`src/rtl/deadtime_gen.sv`:
```
// Complementary high/low-side gate driver with programmable rising/falling dead time.
// Optional diode emulation (zero-crossing low-side cut-off) under `DEADTIME_GEN_DIODE_EMULATION_EN`.
module deadtime_gen #(
    parameter int DT_W = 4
) (
    input  logic            clk,
    input  logic            rst,
    input  logic            en,
    input  logic            duty,
    input  logic [DT_W-1:0] dt_rise,
    input  logic [DT_W-1:0] dt_fall,
    input  logic            zc_det,
    output logic            hs_gate,
    output logic            ls_gate,
    output logic            pulse_drop
);

    typedef enum logic [2:0] {
        IDLE   = 3'd0,
        LS_ON  = 3'd1,
        DT_R   = 3'd2,
        HS_ON  = 3'd3,
        DT_F   = 3'd4
`ifdef DEADTIME_GEN_DIODE_EMULATION_EN
        ,DE_OFF = 3'd5
`endif
    } state_t;

    state_t          state_q;
    logic [DT_W-1:0] cnt_q;
    logic            hs_q;
    logic            ls_q;
    logic            drop_q;

`ifndef DEADTIME_GEN_DIODE_EMULATION_EN
    logic unused_zc;
    assign unused_zc = zc_det;
`endif

    // Gate registers are cleared every cycle and only set for the state being entered,
    // so both gates can never be high together, whatever the transition.
    always_ff @(posedge clk or posedge rst) begin
        if (rst) begin
            state_q <= IDLE;
            cnt_q   <= '0;
            hs_q    <= 1'b0;
            ls_q    <= 1'b0;
            drop_q  <= 1'b0;
        end else begin
            hs_q   <= 1'b0;
            ls_q   <= 1'b0;
            drop_q <= 1'b0;
            if (!en) begin
                state_q <= IDLE;
                cnt_q   <= '0;
            end else begin
                case (state_q)
                    IDLE: begin
                        if (duty) begin
                            state_q <= DT_R;
                            cnt_q   <= dt_rise;
                        end else begin
                            state_q <= LS_ON;
                            ls_q    <= 1'b1;
                        end
                    end
                    LS_ON: begin
                        if (duty) begin
                            state_q <= DT_R;
                            cnt_q   <= dt_rise;
                        end
`ifdef DEADTIME_GEN_DIODE_EMULATION_EN
                        else if (zc_det) begin
                            state_q <= DE_OFF;
                        end
`endif
                        else begin
                            ls_q <= 1'b1;
                        end
                    end
                    DT_R: begin
                        if (!duty) begin
                            state_q <= LS_ON;
                            ls_q    <= 1'b1;
                            drop_q  <= 1'b1;
                        end else if (cnt_q == '0) begin
                            state_q <= HS_ON;
                            hs_q    <= 1'b1;
                        end else begin
                            cnt_q <= cnt_q - 1'b1;
                        end
                    end
                    HS_ON: begin
                        if (!duty) begin
                            state_q <= DT_F;
                            cnt_q   <= dt_fall;
                        end else begin
                            hs_q <= 1'b1;
                        end
                    end
                    DT_F: begin
                        // duty is deliberately ignored until the falling dead time expires
                        if (cnt_q != '0) begin
                            cnt_q <= cnt_q - 1'b1;
                        end else if (duty) begin
                            state_q <= DT_R;
                            cnt_q   <= dt_rise;
                        end else begin
                            state_q <= LS_ON;
                            ls_q    <= 1'b1;
                        end
                    end
`ifdef DEADTIME_GEN_DIODE_EMULATION_EN
                    DE_OFF: begin
                        if (duty) begin
                            state_q <= DT_R;
                            cnt_q   <= dt_rise;
                        end
                    end
`endif
                    default: begin
                        state_q <= IDLE;
                        cnt_q   <= '0;
                    end
                endcase
            end
        end
    end

    assign hs_gate    = hs_q;
    assign ls_gate    = ls_q;
    assign pulse_drop = drop_q;

endmodule

```
`config.mk`:
```
export PLATFORM = sky130hd
export DESIGN_NAME = deadtime_gen
export DESIGN_NICKNAME = d
export VERILOG_FILES = /design/src/rtl/deadtime_gen.sv
export SDC_FILE = /design/constraint.sdc
export NUM_CORES = 1
export LEC_CHECK = 0
export CORE_MARGIN = 8
export CORE_UTILIZATION = 49
export CTS_CLUSTER_DIAMETER = 120
export DETAILED_ROUTE_END_ITERATION = 7
export GPL_TIMING_DRIVEN = 0
export PLACE_DENSITY = 0.87
export SLEW_MARGIN = 20
export SYNTH_ARGS = -nofsm -noshare
export SYNTH_HDL_FRONTEND = slang
export SYNTH_SLANG_ARGS = --single-unit
```
`constraint.sdc`:
```
create_clock -name clk -period 2.7 [get_ports clk]
set_input_delay 0.27 -clock clk [delete_from_list [all_inputs] [get_ports clk]]
set_output_delay 0.27 -clock clk [all_outputs]
set_load 0.03 [all_outputs]
```
==> run metrics <==
Die ar. 3090 sq um; Crit Path Max Fanout 6; Clk Latency, worst-skew pair 0.27 ns; CTS tree done; largest cells by area after synthesis dfrtp_1 33%, a21oi_1 4.6%, nand2_1 4.4%, mux2i_1 3.9%, a211oi_1 2.9%; post-route cell area 950 sq um; RSZ-0062 raised after global routing false; Fin. Hold Viols 0; Area after DPL ~900 sq um; die height 55.6 microns; layout cell share with drive strength beyond 1 9.35%; sequential-to-total area share from yosys stat 32.6%; Placer Congestion 0.872; TritonRoute pass-1 iters 5; Avg Inst Size Synth 8.52 sq um; final wirelength 1910 microns; area leader, netlist dfrtp_1; buffers added on ports 14; fin crit share 73.9%; Tmin final 1.99 ns; Final Skew 0.00224 ns; Slew @ Worst Pin a little over 0.5 ns; Mapped Area 767 sq um; Peak VDD IR ~340 uV; Post-synth EDFFs 0; Pleak around 0.4 nW; largest net degree at the start of global routing 11; Ports 16; Worst slew margin 65.4%; Yosys reg bits 10; CP Launch Type flop; fin util 63.8%; critical path data arrival time 2.15 ns; Power Density around 500 nW/um^2; number of hold buffers added after CTS 0; Post-Syn Instances 90; htree depth 1; HP Class primary input to async pin; Highest Clock Rate around 500 MHz; synth warn 0; clock tree buffer depth 2; vias per cell roughly 6; CTS Buf Count 3; core area 1490 sq um; all-layer global routing usage 12.5%; antenna-violating nets left 0; share of the synthesized area in the top cell type 32.6%; status complete, no violations; Post-CTS Setup Inserts 0; aggregate global routing overflow 0; max cap viols 0; TNS Setup 0 ns; async set-or-reset flop fraction in the synthesized netlist 100%; clock root buffer clkbuf_4; Vias 748; number of global-route vias before repair 700; Area Overhead vs Synth 23.8%; initial core utilization 51.5%; initial antenna violation count 0; final net count 123; Resized cells post-CTS 0; final setup fails 0; DRC Markers 0; Top FF cell, synth dfrtp_1; Final Slew Violations 0; Overall Power approximately 0.00048 W; critical path required time 2.86 ns; distinct cell type count after synthesis slightly above 40; detailed placement HPWL 1400 microns; first-pass GRT wire length approximately 3200 microns; Die Wd ~56 microns; Detailed Route Iter0 Violations 35; syn_nets 104; drt wl/cell 15.5 microns; Worst Setup End Kind flop; number of antenna diodes 0; clk sinks 10; WS Path Type flop to flop; FP Rows 14; Reg clk slew, reported paths 0.07 ns
worst max-delay path, cell delays in order, from the launching register on:
cell,delay (ns)
dfrtp_1,0.44
inv_1,0.08
ha_1,0.22
or3b_4,0.41
a221o_1,0.36
and2_0,0.17
a22o_1,0.20
layout by cell type (no fill, tap or decap), types with 2 or more instances in the layout:
cell type,count
a211oi_1,3
a21oi_1,7
and3_1,2
clkbuf_1,3
clkbuf_4,3
clkdlybuf4s50_1,14
dfrtp_1,10
inv_1,6
mux2_2,2
mux2i_1,3
nand2_1,9
nand2b_1,3
nand3_1,2
nor2_1,4
nor2b_1,2
nor3_1,2
nor4_1,2
o211ai_1,2
o21ai_0,3
o32ai_1,2
through the flow:
step,instances,worst slack (ns),hold WS (ns)
floorplan,90,0.846,0.110
global placement,120,0.766,0.551
detailed placement,120,0.740,0.557
CTS,123,0.731,0.287
global route,123,0.620,0.321
finish,123,0.706,0.287
layout make-up:
class	count	area [sq um]
fill	134	539
multi-input combinational	69	467
sequential	10	250
timing repair buffer	14	140
buffer	5	27.5
clock buffer	3	22.5
inverter	6	22.5
tap	16	20.0
state kept, by name, summed over array words and instances, names as in the netlist:
register    flops
pulse_drop      1
ls_gate         1
state_q         3
hs_gate         1
cnt_q           4
layer usage:
layer	vias to the layer above	part of all wire, %	track usage [%]
met5	-	0	0
met4	0	2.3	5.99
met3	6	5.1	3.88
li1	369	-	-
met2	37	47	19.7
met1	336	46	14.8
kinds of logic (layout without fill, tap and decap cells):
group | after synthesis | after routing | share of synthesized area [%]
compound gates | 27 | 27 | 25.3
mux | 5 | 5 | 6.85
flops | 10 | 10 | 32.6
fa+ha+maj | 1 | 1 | 1.63
buf+inv | 11 | 28 | 6.52
xor+xnor | 1 | 1 | 1.14
simple gates | 35 | 35 | 25.9
path summary, 6_finish.rpt:
| check | startpoint | end | slack, ns | depth (start not counted) |
|---|---|---|---|---|
| max | cnt_q[0] | cnt_q[0] | 0.71 | 6 |
| min | rst | pulse_drop | 0.29 | 2 |
| max reg2reg | cnt_q[0] | cnt_q[0] | 0.71 | 6 |
| min reg2reg | cnt_q[1] | cnt_q[1] | 0.58 | 2 |
| max in group asynchronous | rst | state_q[0] | 2.12 | 2 |
| min in group clk | cnt_q[1] | cnt_q[1] | 0.58 | 2 |
power by group:
group | internal, W | switching [W] | leakage [nW]
clock | 0.0000516 | 0.0000551 | 0.0138
combinational | 0.0000916 | 0.0000957 | 0.245
sequential | 0.000164 | 0.0000206 | 0.133
synthesized netlist by cell type, drive strengths merged, types with 2 or more instances:
| cell type | n |
|---|---|
| clkbuf | 3 |
| buf | 2 |
| o211ai | 2 |
| nor3 | 2 |
| nor3b | 2 |
| mux2 | 2 |
| dfrtp | 10 |
| nand2 | 9 |
| nand2b | 3 |
| nor2 | 4 |
| and2 | 2 |
| o21ai | 3 |
| o32ai | 2 |
| nand3 | 2 |
| inv | 6 |
| a21oi | 7 |
| a211oi | 3 |
| and3 | 2 |
| or3b | 2 |
| nor2b | 2 |
| nor4 | 2 |
| mux2i | 3 |
No activity file was read; power rests on OpenSTA's default activity.
